## src/rtl/pcap_ring_sched.sv

```systemverilog
// rtl/pcap_ring_sched.sv - packet-capture ring scheduler driving the DMA writer
// Optional writer/skip watchdog: define PCAP_WDOG_EN.
module pcap_ring_sched #(
  parameter int HDR_BYTES   = 16,
  parameter int MAX_PKT     = 2048,
  parameter int WDOG_CYCLES = 65535
) (
  input  logic        clk,
  input  logic        reset,
  input  logic        enable,
  input  logic [31:0] ring_base,
  input  logic [31:0] ring_size,
  input  logic [31:0] rd_off,
  input  logic        drop_en,
  input  logic        desc_valid,
  input  logic [15:0] desc_len,
  output logic        desc_ready,
  output logic        skip_req,
  output logic [15:0] skip_len,
  input  logic        skip_done,
  output logic        wr_start,
  output logic [31:0] wr_addr,
  output logic [31:0] wr_pkt_begin,
  output logic [31:0] wr_pkt_end,
  input  logic        wr_rdy,
  output logic [31:0] wr_off,
  output logic [31:0] pkt_cnt,
  output logic [31:0] drop_cnt,
  output logic [15:0] wrap_cnt,
  output logic        busy,
  output logic        err
);

  localparam logic [2:0] S_IDLE  = 3'd0;
  localparam logic [2:0] S_EVAL  = 3'd1;
  localparam logic [2:0] S_ISSUE = 3'd2;
  localparam logic [2:0] S_WAIT  = 3'd3;
  localparam logic [2:0] S_ADV   = 3'd4;
  localparam logic [2:0] S_DROP  = 3'd5;

  logic [2:0]  state_q, state_d;
  logic [31:0] start_q, start_d;
  logic [31:0] rec16_q, rec16_d;
  logic        wrap_q, wrap_d;
  logic [31:0] wr_addr_q, wr_addr_d;
  logic [31:0] wr_pkt_end_q, wr_pkt_end_d;
  logic [15:0] skip_len_q, skip_len_d;
  logic [31:0] wr_off_q, wr_off_d;
  logic [31:0] pkt_cnt_q, pkt_cnt_d;
  logic [31:0] drop_cnt_q, drop_cnt_d;
  logic [15:0] wrap_cnt_q, wrap_cnt_d;
  logic        timeout;

  logic [31:0] len32, rec, rec16, used, free, need, adv_off;
  logic        wraps, len_bad;

  // Record geometry and ring occupancy for the descriptor at the head of the queue.
  always_comb begin
    len32   = {16'd0, desc_len};
    rec     = 32'(HDR_BYTES) + ((len32 + 32'd3) & ~32'd3);
    rec16   = (rec + 32'd15) & ~32'd15;
    used    = (wr_off_q >= rd_off) ? (wr_off_q - rd_off) : (ring_size - rd_off + wr_off_q);
    free    = ring_size - used - 32'd16;
    wraps   = (wr_off_q + rec16) > ring_size;
    need    = wraps ? (ring_size - wr_off_q + rec16) : rec16;
    len_bad = (desc_len == 16'd0) || (len32 > 32'(MAX_PKT));
    adv_off = start_q + rec16_q;
  end

`ifdef PCAP_WDOG_EN
  logic [31:0] wdog_q, wdog_d;
  logic        err_q, err_d;
  // A completion arriving on the last allowed cycle still wins over the timeout.
  always_comb begin
    wdog_d  = ((state_q == S_WAIT) || (state_q == S_DROP)) ? wdog_q + 32'd1 : 32'd0;
    timeout = (wdog_q == 32'(WDOG_CYCLES - 1)) &&
              (((state_q == S_WAIT) && !wr_rdy) || ((state_q == S_DROP) && !skip_done));
    err_d   = err_q | timeout;
  end
  always_ff @(posedge clk) begin
    if (!reset) begin
      wdog_q <= 32'd0;
      err_q  <= 1'b0;
    end else begin
      wdog_q <= wdog_d;
      err_q  <= err_d;
    end
  end
  assign err = err_q;
`else
  assign timeout = 1'b0;
  assign err     = 1'b0;
`endif

  always_comb begin
    state_d      = state_q;
    start_d      = start_q;
    rec16_d      = rec16_q;
    wrap_d       = wrap_q;
    wr_addr_d    = wr_addr_q;
    wr_pkt_end_d = wr_pkt_end_q;
    skip_len_d   = skip_len_q;
    wr_off_d     = wr_off_q;
    pkt_cnt_d    = pkt_cnt_q;
    drop_cnt_d   = drop_cnt_q;
    wrap_cnt_d   = wrap_cnt_q;
    case (state_q)
      S_IDLE: if (enable && desc_valid) state_d = S_EVAL;
      S_EVAL: begin
        if (len_bad || ((free < need) && drop_en)) begin
          skip_len_d = desc_len;
          state_d    = S_DROP;
        end else if (free >= need) begin
          start_d      = wraps ? 32'd0 : wr_off_q;
          rec16_d      = rec16;
          wrap_d       = wraps;
          wr_addr_d    = ring_base + (wraps ? 32'd0 : wr_off_q);
          wr_pkt_end_d = len32;
          state_d      = S_ISSUE;
        end
      end
      S_ISSUE: begin
        if (wrap_q) begin
          wr_off_d   = 32'd0;
          wrap_cnt_d = (wrap_cnt_q == 16'hFFFF) ? wrap_cnt_q : wrap_cnt_q + 16'd1;
        end
        state_d = S_WAIT;
      end
      S_WAIT: begin
        if (wr_rdy) begin
          state_d = S_ADV;
        end else if (timeout) begin
          drop_cnt_d = (drop_cnt_q == 32'hFFFF_FFFF) ? drop_cnt_q : drop_cnt_q + 32'd1;
          state_d    = S_IDLE;
        end
      end
      S_ADV: begin
        wr_off_d  = (adv_off == ring_size) ? 32'd0 : adv_off;
        pkt_cnt_d = (pkt_cnt_q == 32'hFFFF_FFFF) ? pkt_cnt_q : pkt_cnt_q + 32'd1;
        state_d   = S_IDLE;
      end
      S_DROP: begin
        if (skip_done || timeout) begin
          drop_cnt_d = (drop_cnt_q == 32'hFFFF_FFFF) ? drop_cnt_q : drop_cnt_q + 32'd1;
          state_d    = S_IDLE;
        end
      end
      default: state_d = S_IDLE;
    endcase
  end

  always_ff @(posedge clk) begin
    if (!reset) begin
      state_q      <= S_IDLE;
      start_q      <= 32'd0;
      rec16_q      <= 32'd0;
      wrap_q       <= 1'b0;
      wr_addr_q    <= 32'd0;
      wr_pkt_end_q <= 32'd0;
      skip_len_q   <= 16'd0;
      wr_off_q     <= 32'd0;
      pkt_cnt_q    <= 32'd0;
      drop_cnt_q   <= 32'd0;
      wrap_cnt_q   <= 16'd0;
    end else begin
      state_q      <= state_d;
      start_q      <= start_d;
      rec16_q      <= rec16_d;
      wrap_q       <= wrap_d;
      wr_addr_q    <= wr_addr_d;
      wr_pkt_end_q <= wr_pkt_end_d;
      skip_len_q   <= skip_len_d;
      wr_off_q     <= wr_off_d;
      pkt_cnt_q    <= pkt_cnt_d;
      drop_cnt_q   <= drop_cnt_d;
      wrap_cnt_q   <= wrap_cnt_d;
    end
  end

  // The pop is combinational so the FIFO advances before IDLE samples desc_valid again.
  assign desc_ready   = (state_q == S_ADV) || ((state_q == S_DROP) && skip_done) || timeout;
  assign wr_start     = (state_q == S_ISSUE);
  assign skip_req     = (state_q == S_DROP);
  assign busy         = (state_q != S_IDLE);
  assign skip_len     = skip_len_q;
  assign wr_addr      = wr_addr_q;
  assign wr_pkt_begin = 32'd0;
  assign wr_pkt_end   = wr_pkt_end_q;
  assign wr_off       = wr_off_q;
  assign pkt_cnt      = pkt_cnt_q;
  assign drop_cnt     = drop_cnt_q;
  assign wrap_cnt     = wrap_cnt_q;

endmodule

```

## config.mk

```make
export PLATFORM = sky130hd
export DESIGN_NAME = pcap_ring_sched
export DESIGN_NICKNAME = d
export VERILOG_FILES = /design/src/rtl/pcap_ring_sched.sv
export SDC_FILE = /design/constraint.sdc
export NUM_CORES = 1
export LEC_CHECK = 0
export ABC_CLOCK_PERIOD_IN_PS = 17800
export CORE_ASPECT_RATIO = 1.5
export CORE_MARGIN = 10
export CORE_UTILIZATION = 35
export CTS_CLUSTER_SIZE = 25
export DETAILED_ROUTE_END_ITERATION = 10
export GPL_ROUTABILITY_DRIVEN = 0
export PLACE_DENSITY_LB_ADDON = 0.08
export REMOVE_ABC_BUFFERS = 1
export SYNTH_ARGS = -nofsm -noshare
export SYNTH_HDL_FRONTEND = slang
export SYNTH_SLANG_ARGS = --single-unit
```

## constraint.sdc

```tcl
create_clock -name clk -period 17.8 [get_ports clk]
set_clock_uncertainty 0.2 [all_clocks]
set_input_delay 3.56 -clock clk [delete_from_list [all_inputs] [get_ports clk]]
set_output_delay 3.56 -clock clk [all_outputs]
set_load 0.05 [all_outputs]
```

Yosys cells after proc, flatten, opt, wreduce, memory -nomap -nowiden
Index checks and enable logic that the tools add are counted.
{ "totals": {"out_inout_bits": 229, "ff_bits": 240, "in_bits": 119} }
{ "op_classes": {"order_cmp": 5, "bitwise": 4, "n_mux": 12, "addsub": 16, "reduce_logical": 17, "n_eq_ne": 14} }
{ "ops": {"columns": ["operator", "n"], "rows": [
  ["$mux W32", 5],
  ["$sub A32 B32 Y32", 4],
  ["$add A32 B32 Y32", 3],
  ["$add A32 B1 Y32 const B", 2],
  ["$add A32 B19 Y32", 2],
  ["$eq A32 B32 Y1 const B", 2],
  ["$ge A32 B32 Y1", 2],
  ["$pmux W32 S2", 1],
  ["$eq A32 B32 Y1", 1],
  ["$gt A32 B32 Y1", 1],
  ["$lt A32 B32 Y1", 1],
  ["$sub A32 B5 Y32 const B", 1],
  ["$add A18 B4 Y19 const B", 1],
  ["$add A5 B17 Y18 const A", 1],
  ["$add A16 B2 Y17 const B", 1],
  ["$add A16 B1 Y16 const B", 1],
  ["$eq A16 B16 Y1 const B", 1],
  ["$gt A16 B12 Y1 const B", 1],
  ["$logic_not A16 Y1", 1],
  ["$mux W3", 5],
  ["$pmux W3 S5", 1],
  ["$reduce_and A3 Y1", 3],
  ["$eq A3 B2 Y1 const B", 2],
  ["$eq A3 B3 Y1 const B", 2],
  ["12 further kinds", 23]
]} }

Logic depth before layout (Yosys ltp)
Gate-level depths: netlist (run 1).
{ "logic_depth": {"word_depth": 11, "depth_mapped": 45, "ltp_nobuf": 41} }

Worst setup path after synthesis (run 1)
OpenSTA, ideal clock, no wires.
{ "synth_timing": {"kind": "input to register", "from": "input port ring_size[1]", "to": "register skip_len_q[10], in the netlist skip_len[10]", "path_buffers": 2, "setup_time_ps": 128, "t_required_ps": 17472, "setup_slack_ps": 5796, "arrival_time_ps": 11676, "path_stages": 41, "path_cell_list": "inv_1 fa_1 inv_1 fa_1 a21o_1 a21o_1 a2111oi_0 o21ai_0 nand2_1 o21ai_0 a21o_1 a21o_1 a21oi_1 xor2_1 a21oi_1 ha_1 inv_1 ha_1 [5 not listed] o211ai_1 a21boi_0 o21ai_0 nand2b_1 a211oi_1 nor2_1 ha_1 a21o_1 a21o_1 a21oi_1 o21ai_0 a221o_1 o21ai_0 and3_1 clkbuf_1 buf_2 mux2i_1 nor2_1"} }
{ "synth_between": {"elab_chain_cells": 9, "elab_cells_between_ends": 13, "classes_between": "6 x add/sub; 2 x order compare; 2 x mux; 3 x reduce/logical"} }
{ "synth_lines": {"columns": ["item", "line_no", "rtl"], "rows": [
  ["start, declared", "12", "input logic [31:0] ring_size,"],
  ["$sub A32 B32 Y32", "62", "used = (wr_off_q >= rd_off) ? (wr_off_q - rd_off) : (ring_size - rd_off + wr_off_q);"],
  ["$add A32 B32 Y32", "62", null],
  ["$mux W32", "62", null],
  ["$sub A32 B32 Y32", "63", "free = ring_size - used - 32'd16;"],
  ["$sub A32 B5 Y32", "63", null],
  ["$lt A32 B32 Y1 (*)", "110", "if (len_bad || ((free < need) && drop_en)) begin"],
  ["$logic_and A1 B1 Y1 (*)", "110", null],
  ["$logic_or A1 B1 Y1 (*)", "110", null],
  ["$reduce_and A2 Y1 (no source line) (*)", null, null],
  ["end signal, assigned", "172", "skip_len_q <= skip_len_d;"],
  ["end, declared", "47", "logic [15:0] skip_len_q, skip_len_d;"]
]} }
Mark *: on every way between the ends. The rest lies on a longest branch, timed or not.
A chain may end at the register's enable or synchronous reset.

Worst setup path in the final report (run 1)
{ "layout_timing": {"from": "input port desc_len[0]", "to": "register wr_addr_q[4], in the netlist wr_addr[4]"} }
{ "layout_between": {"elab_chain_cells": 11, "elab_cells_between_ends": 18, "classes_between": "6 x add/sub; 4 x order compare; 2 x mux; 1 x bitwise; 5 x reduce/logical"} }
{ "layout_lines": {"columns": ["item", "line_no", "rtl"], "rows": [
  ["start, declared", "16", "input logic [15:0] desc_len,"],
  ["$add A16 B2 Y17 (*)", "60", "rec = 32'(HDR_BYTES) + ((len32 + 32'd3) & ~32'd3);"],
  ["$add A5 B17 Y18 (*)", "60", null],
  ["$add A18 B4 Y19 (*)", "61", "rec16 = (rec + 32'd15) & ~32'd15;"],
  ["via rec16[5]", "54", "logic [31:0] len32, rec, rec16, used, free, need, adv_off;"],
  ["$add A32 B19 Y32", "64", "wraps = (wr_off_q + rec16) > ring_size;"],
  ["$gt A32 B32 Y1", "64", null],
  ["$mux W32", "65", "need = wraps ? (ring_size - wr_off_q + rec16) : rec16;"],
  ["$lt A32 B32 Y1", "110", null],
  ["$logic_and A1 B1 Y1", "110", null],
  ["$logic_or A1 B1 Y1", "110", null],
  ["$not A1 Y1 (no source line)", null, null],
  ["$reduce_and A3 Y1 (no source line)", null, null],
  ["end signal, assigned", "170", "wr_addr_q <= wr_addr_d;"],
  ["end, declared", "45", "logic [31:0] wr_addr_q, wr_addr_d;"]
]} }
Mark *: on every way through the listed nets, which the timed path passes. The rest lies on a longest branch.

==> metrics.md, run 1 <==
| Metric | Value |
|---|---|
| Status | complete, no violations |
| Final min period | 14.61 ns |
| Count leader, synth | nand2_1 |
| Clock slew seen by the registers of the worst setup and hold paths | 0.06 ns |
| FF/Latch Area | 4520 µm² |
| Num rows | 115 |
| # fillers | 6805 |
| Crit path largest cell delay | 0.81 ns |
| Max Slew Vio Count | 0 |
| First-pass GRT wire length | 135000 µm |
| Pwr dens | 71.1 nW/µm² |
| Clk_lat worst skew | 0.56 ns |
| Pin count of the biggest net entering global routing | 93 |
| Cell mode on critical path | o21ai_0 |
| Post-Syn Instances | 3020 |
| Reg-to-reg setup timing slack | 6.19 ns |
| Worst slack at placement | 2.79 ns |
| Ys async rst share | 0 |
| Setup tns final | 0 ns |
| Full die area | 77000 µm² |
| DRC viols | 0 |
| Crit Path Category | input pin to register |
| CTS tree | built |
| Final Cycle Share | 0.821 |
| Register area share after synthesis | 0.195 |
| Die Y | 335 µm |
| Diodes inserted | 0 |
| Post-CTS sizing | 0 |
| CP Max Fanout | 55 |
| Top delay family on crit path | simple AND/OR/NAND/NOR gates |
| Leakage | 12.1 nW |
| Worst vdd ir | 59.6 µV |
| Fin util | 0.423 |
| Yosys cell types | 71 |
| Total of warnings raised by yosys | 0 |
| Hold_buf cts | 0 |
| PortBufs | 298 |
| Grt ovf | 0 |
| Primary FF master, synth | dfxtp_1 |
| Vias per cell | 5.33 |
| Multi-input logic area | 17000 µm² |
| Synth top cells by count | nand2_1, ha_1, inv_1, nor2_1, a21oi_1 |
| Arr. time, crit path | 14.88 ns |
| Routed wire length | 88500 µm |
| Largest cells by area after synthesis | dfxtp_1, ha_1, xnor2_1 |
| Syn_area_per_cell | 7.67 µm² |
| WP buf/inv | 4 |
| RSZ-0062 raised after global routing | no |
| Initial Util | 0.353 |
| Crit. End Element | register |
| Vias in the first global route | 22700 |
| Total GRT Usage | 0.222 |
| DR pass1 iterations | 5 |
| Number of synthesized flops with an enable pin | 0 |
| Area share of the largest cell type after synthesis | 0.195 |
| Routed Antenna Nets | 0 |
| Nets | 3740 |
| IO Count | 348 |
| CTS Buf Count | 27 |
| Core Area | 65600 µm² |
| Area leader, netlist | dfxtp_1 |
| Clk root buf | clkbuf_16 |
| Via count | 22200 |
| Final setup viols | 0 |
| Slew HR | 0.298 |
| Die width | 230 µm |
| Ratio of cells with drive above 1 in the final layout | 0.0270 |
| Final Hold Viols | 0 |
| Max clock buf depth | 3 |
| Critical path startpoint category | input pin |
| Post-synthesis cell area | 23200 µm² |
| Total setup buffers inserted after CTS | 0 |
| CP Data Required Time | 18.06 ns |
| Initial antenna violation count | 10 |
| Worst Tran Pin Value | 1.05 ns |
| Initial DRC Count | 1127 |
| Fin worst setup slack | 3.19 ns |
| Area delta synth->final | 19.9% |
| Htree depth | 1 |
| Worst Hold Class | register to register |
| Hpwl dp | 73600 µm |
| Max cap viols | 0 |
| Register bit total from synthesis | 226 |
| Clock Sink Count | 226 |
| Fmax achieved | 68.4 MHz |
| Post-DR wirelength/cell | 21.2 µm |
| Slowest CP cell | nor4_1 |
## stage by stage
| stage | area, µm² | hold WS, ns | std cells | total power, W |
|---|---|---|---|---|
| CTS | 27800 | 0.259 | 4170 | 0.00199 |
| global route | 27800 | 0.279 | 4170 | 0.00212 |
| finish | 27800 | 0.257 | 4170 | 0.00197 |
| detailed placement | 26800 | 0.249 | 4120 | 0.00139 |
| floorplan | 22600 | 0.241 | 2931 | 0.00116 |
| global placement | 26800 | 0.240 | 4120 | 0.00138 |
## registers in the layout (all words and copies together), names as in the netlist
name	count
wr_addr	32
wr_off	32
state_q	3
start_q	32
wrap_cnt	16
wrap_q	1
pkt_cnt	32
wr_pkt_end	16
skip_len	16
drop_cnt	32
rec16_q	14
## where the power goes
| group | switching, W | leakage (nW) | internal [W] |
|---|---|---|---|
| Combinational | 0.000514 | 9.83 | 0.000364 |
| Sequential | 0.00000313 | 1.82 | 0.000510 |
| Clock | 0.000235 | 0.451 | 0.000349 |
## per-layer routing
layer,GRT usage,wire length (µm)
met1,0.231,33300
met3,0.0629,6350
met2,0.409,44900
met4,0.0910,3820
met5,0,128
## final timing paths
check               from         end  depth (start not counted)
max          desc_len[0]  wr_addr[4]                         35
min           wr_addr[3]  wr_addr[3]                          2
max reg2reg    wr_off[0]  wr_addr[4]                         37
min reg2reg   wr_addr[3]  wr_addr[3]                          2
## cell usage in the layout, fill, tap and decap left out, types with 99 or more instances in the layout
cell type        instances
xnor2_1                163
dfxtp_1                226
nor2_1                 253
a21oi_1                232
inv_1                  285
o21ai_0                127
xor2_1                 115
nand3_1                 99
nand2_1                321
ha_1                   298
a21o_1                 106
clkdlybuf4s50_1        297
## worst reg2reg max path: cells and delay by family (launching register included)
family | cells | cell delay (ns)
xor+xnor | 1 | 0.16
simple gates | 8 | 3.01
compound gates | 17 | 5.12
buf+inv | 4 | 0.68
flops | 1 | 0.36
fa+ha+maj | 6 | 1.79
mux | 1 | 0.20
## area by class of cell
cell class              instances  share of cell area
clock buffers                  39              0.0281
well taps                     877              0.0395
multi-input cells            2419               0.614
inverters                     286              0.0389
repair buffers                312               0.112
clock inverters                11             0.00527
flip-flops and latches        226               0.163
## cells by family after synthesis
kind of cell | count (synthesis) | synth area share
AND/OR/NAND/NOR | 1007 | 0.205
AO/OA/AOI/OAI | 693 | 0.190
buffers and inverters | 424 | 0.0786
adder cells (fa/ha/maj) | 349 | 0.205
XOR/XNOR | 283 | 0.110
flip-flops | 226 | 0.195
multiplexers | 36 | 0.0157
other | 2 | 0.000324
No activity file was read; power rests on OpenSTA's default activity.
==> run 2, diff against run 1 <==
--- a/config.mk
+++ b/config.mk
@@ -5,7 +5,7 @@
 export SDC_FILE = /design/constraint.sdc
 export NUM_CORES = 1
 export LEC_CHECK = 0
-export ABC_CLOCK_PERIOD_IN_PS = 17800
+export ABC_CLOCK_PERIOD_IN_PS = 12380
 export CORE_ASPECT_RATIO = 1.5
 export CORE_MARGIN = 10
 export CORE_UTILIZATION = 35
==> constraint.sdc (replaced) <==
create_clock -name clk -period 12.38 [get_ports clk]
set_clock_uncertainty 0.2 [all_clocks]
set_input_delay 2.476 -clock clk [delete_from_list [all_inputs] [get_ports clk]]
set_output_delay 2.476 -clock clk [all_outputs]
set_load 0.05 [all_outputs]
==> run 2 against run 1 <==
Against the previous run:
- non-clock buffer count increased by 143
- combinational power increased by 58%
- power increased by 48%
- design area is 4.1% higher
- flip-flop and latch count did not move
- sequential share of layout area shrank 0.64 points
- routed wire length rose by 0.88%
- global-route usage about the same
- clock power is 37% higher
- clock-buffer cell count is 3 lower
- critical endpoint is now wr_addr[18]
==> metrics.md, run 2 (synthesized netlist as in run 1, its figures left out) <==
| Metric | Value |
|---|---|
| Cell mode on critical path | buf_4 |
| Worst Hold Depth | 2 |
| Fin worst setup slack | 0.561 ns |
| Clock Sink Count | 226 |
| DRC viols | 0 |
| Routed Antenna Nets | 0 |
| Crit path largest cell delay | 0.46 ns |
| Worst Tran Pin Value | 1.01 ns |
| CP Data Required Time | 12.67 ns |
| Via count | 22700 |
| Max cap viols | 0 |
| Max Slew Vio Count | 0 |
| Crit. End Element | register |
| Core Area | 65600 µm² |
| Worst Hold Class | register to register |
| Total GRT Usage | 0.222 |
| Final Cycle Share | 0.955 |
| Num rows | 115 |
| Fin cells | 4309 |
| DR pass1 iterations | 5 |
| Slowest CP cell | clkdlybuf4s50_1 |
| Routed wire length | 89300 µm |
| First-pass GRT wire length | 135000 µm |
| Initial Util | 0.353 |
| Initial DRC Count | 1207 |
| Worst vdd ir | 98.0 µV |
| Status | complete, no violations |
| WP buf/inv | 9 |
| Top delay family on crit path | compound AO/OA/AOI/OAI gates |
| Arr. time, crit path | 12.11 ns |
| Leakage | 12.8 nW |
| Hpwl dp | 74400 µm |
| Commonest non-fill, non-tap cell in the layout | nand2_1 |
| Area after DPL | 28000 µm² |
| Most frequent cells in the layout | nand2_1, ha_1, clkdlybuf4s50_1, inv_1, nor2_1 |
| Post-DR wirelength/cell | 20.7 µm |
| Final min period | 11.82 ns |
| # fillers | 6776 |
| Nets | 3882 |
| Die Y | 335 µm |
| Clk root buf | clkbuf_16 |
| Crit Path Category | input pin to register |
| Vias in the first global route | 23400 |
| Fin util | 0.440 |
| Grt ovf | 0 |
| Die width | 230 µm |
| DP Cell Count | 4263 |
| Ratio of cells with drive above 1 in the final layout | 0.0682 |
| Area delta synth->final | 24.8% |
| Pin count of the biggest net entering global routing | 91 |
| CP Max Fanout | 13 |
| Slew HR | 0.311 |
| Vias per cell | 5.27 |
| Worst slack at placement | -0.153 ns |
| Levels on crit path | 43 |
| Fmax achieved | 84.6 MHz |
| Critical path startpoint category | input pin |
| PortBufs | 298 |
| Max clock buf depth | 3 |
| Pwr dens | 101 nW/µm² |
| Clock slew seen by the registers of the worst setup and hold paths | 0.06 ns |
| Full die area | 77000 µm² |
| CTS tree | built |
| Initial antenna violation count | 7 |
| Htree depth | 1 |
| R2R cell count | 43 |
| Final Hold Viols | 0 |
| Tot Pwr | 0.00292 W |
| Design Area, Final | 28900 µm² |
| Final setup viols | 0 |
| CTS Buf Count | 25 |
| Clk_lat worst skew | 0.57 ns |
| IO Count | 348 |
-- run 2: report_power, final --
| group | switching, W | internal [W] |
|---|---|---|
| registers | 0.00000435 | 0.000733 |
| logic | 0.000781 | 0.000606 |
| clock network | 0.000326 | 0.000471 |
-- run 2: final cells by class --
| class | instances | area (µm²) | share of cell area |
|---|---|---|---|
| Tap cell | 877 | 1100 | 0.0380 |
| Clock inverter | 7 | 129 | 0.00446 |
| Multi-Input combinational cell | 2420 | 17100 | 0.591 |
| Clock buffer | 36 | 727 | 0.0252 |
| Sequential cell | 226 | 4520 | 0.157 |
| Antenna cell | 2 | 5.00 | 0.000173 |
| Inverter | 286 | 1080 | 0.0373 |
| Timing Repair Buffer | 455 | 4260 | 0.147 |
-- run 2: worst min-delay path, cell delays in order, from the launching register on --
cell	delay, ns
dfxtp_1	0.31
nand2_1	0.05
a21oi_1	0.05
-- run 2: worst paths after layout --
check | from | endpoint | slack (ns)
worst max register to register | wr_off[0] | wr_addr[18] | 2.44
worst max-delay path | rd_off[0] | wr_addr[18] | 0.56
worst min-delay path | wr_addr[28] | wr_addr[28] | 0.25
worst min register to register | wr_addr[28] | wr_addr[28] | 0.25
-- run 2: what timing repair did --
action                                  in CTS  in global routing
setup buffers                                0                  0
gates resized for setup                      0                 15
endpoints found under the setup margin       0                111
hold buffers                                 0                  0
-- run 2: metal layers --
metal  track usage  part of all wire
met1         0.231              0.38
met2         0.419              0.52
met3        0.0565             0.063
met4        0.0804             0.038
met5             0           0.00090
-- run 2: per-stage QoR --
| step | setup TNS (ns) | hold slack [ns] |
|---|---|---|
| 6_report | 0 | 0.254 |
| 3_5_place_dp | -5.48 | 0.246 |
| 2_1_floorplan | -281.67 | 0.241 |
| 5_1_grt | -0.167 | 0.279 |
| 3_3_place_gp | -5.23 | 0.244 |
| 4_1_cts | 0 | 0.259 |
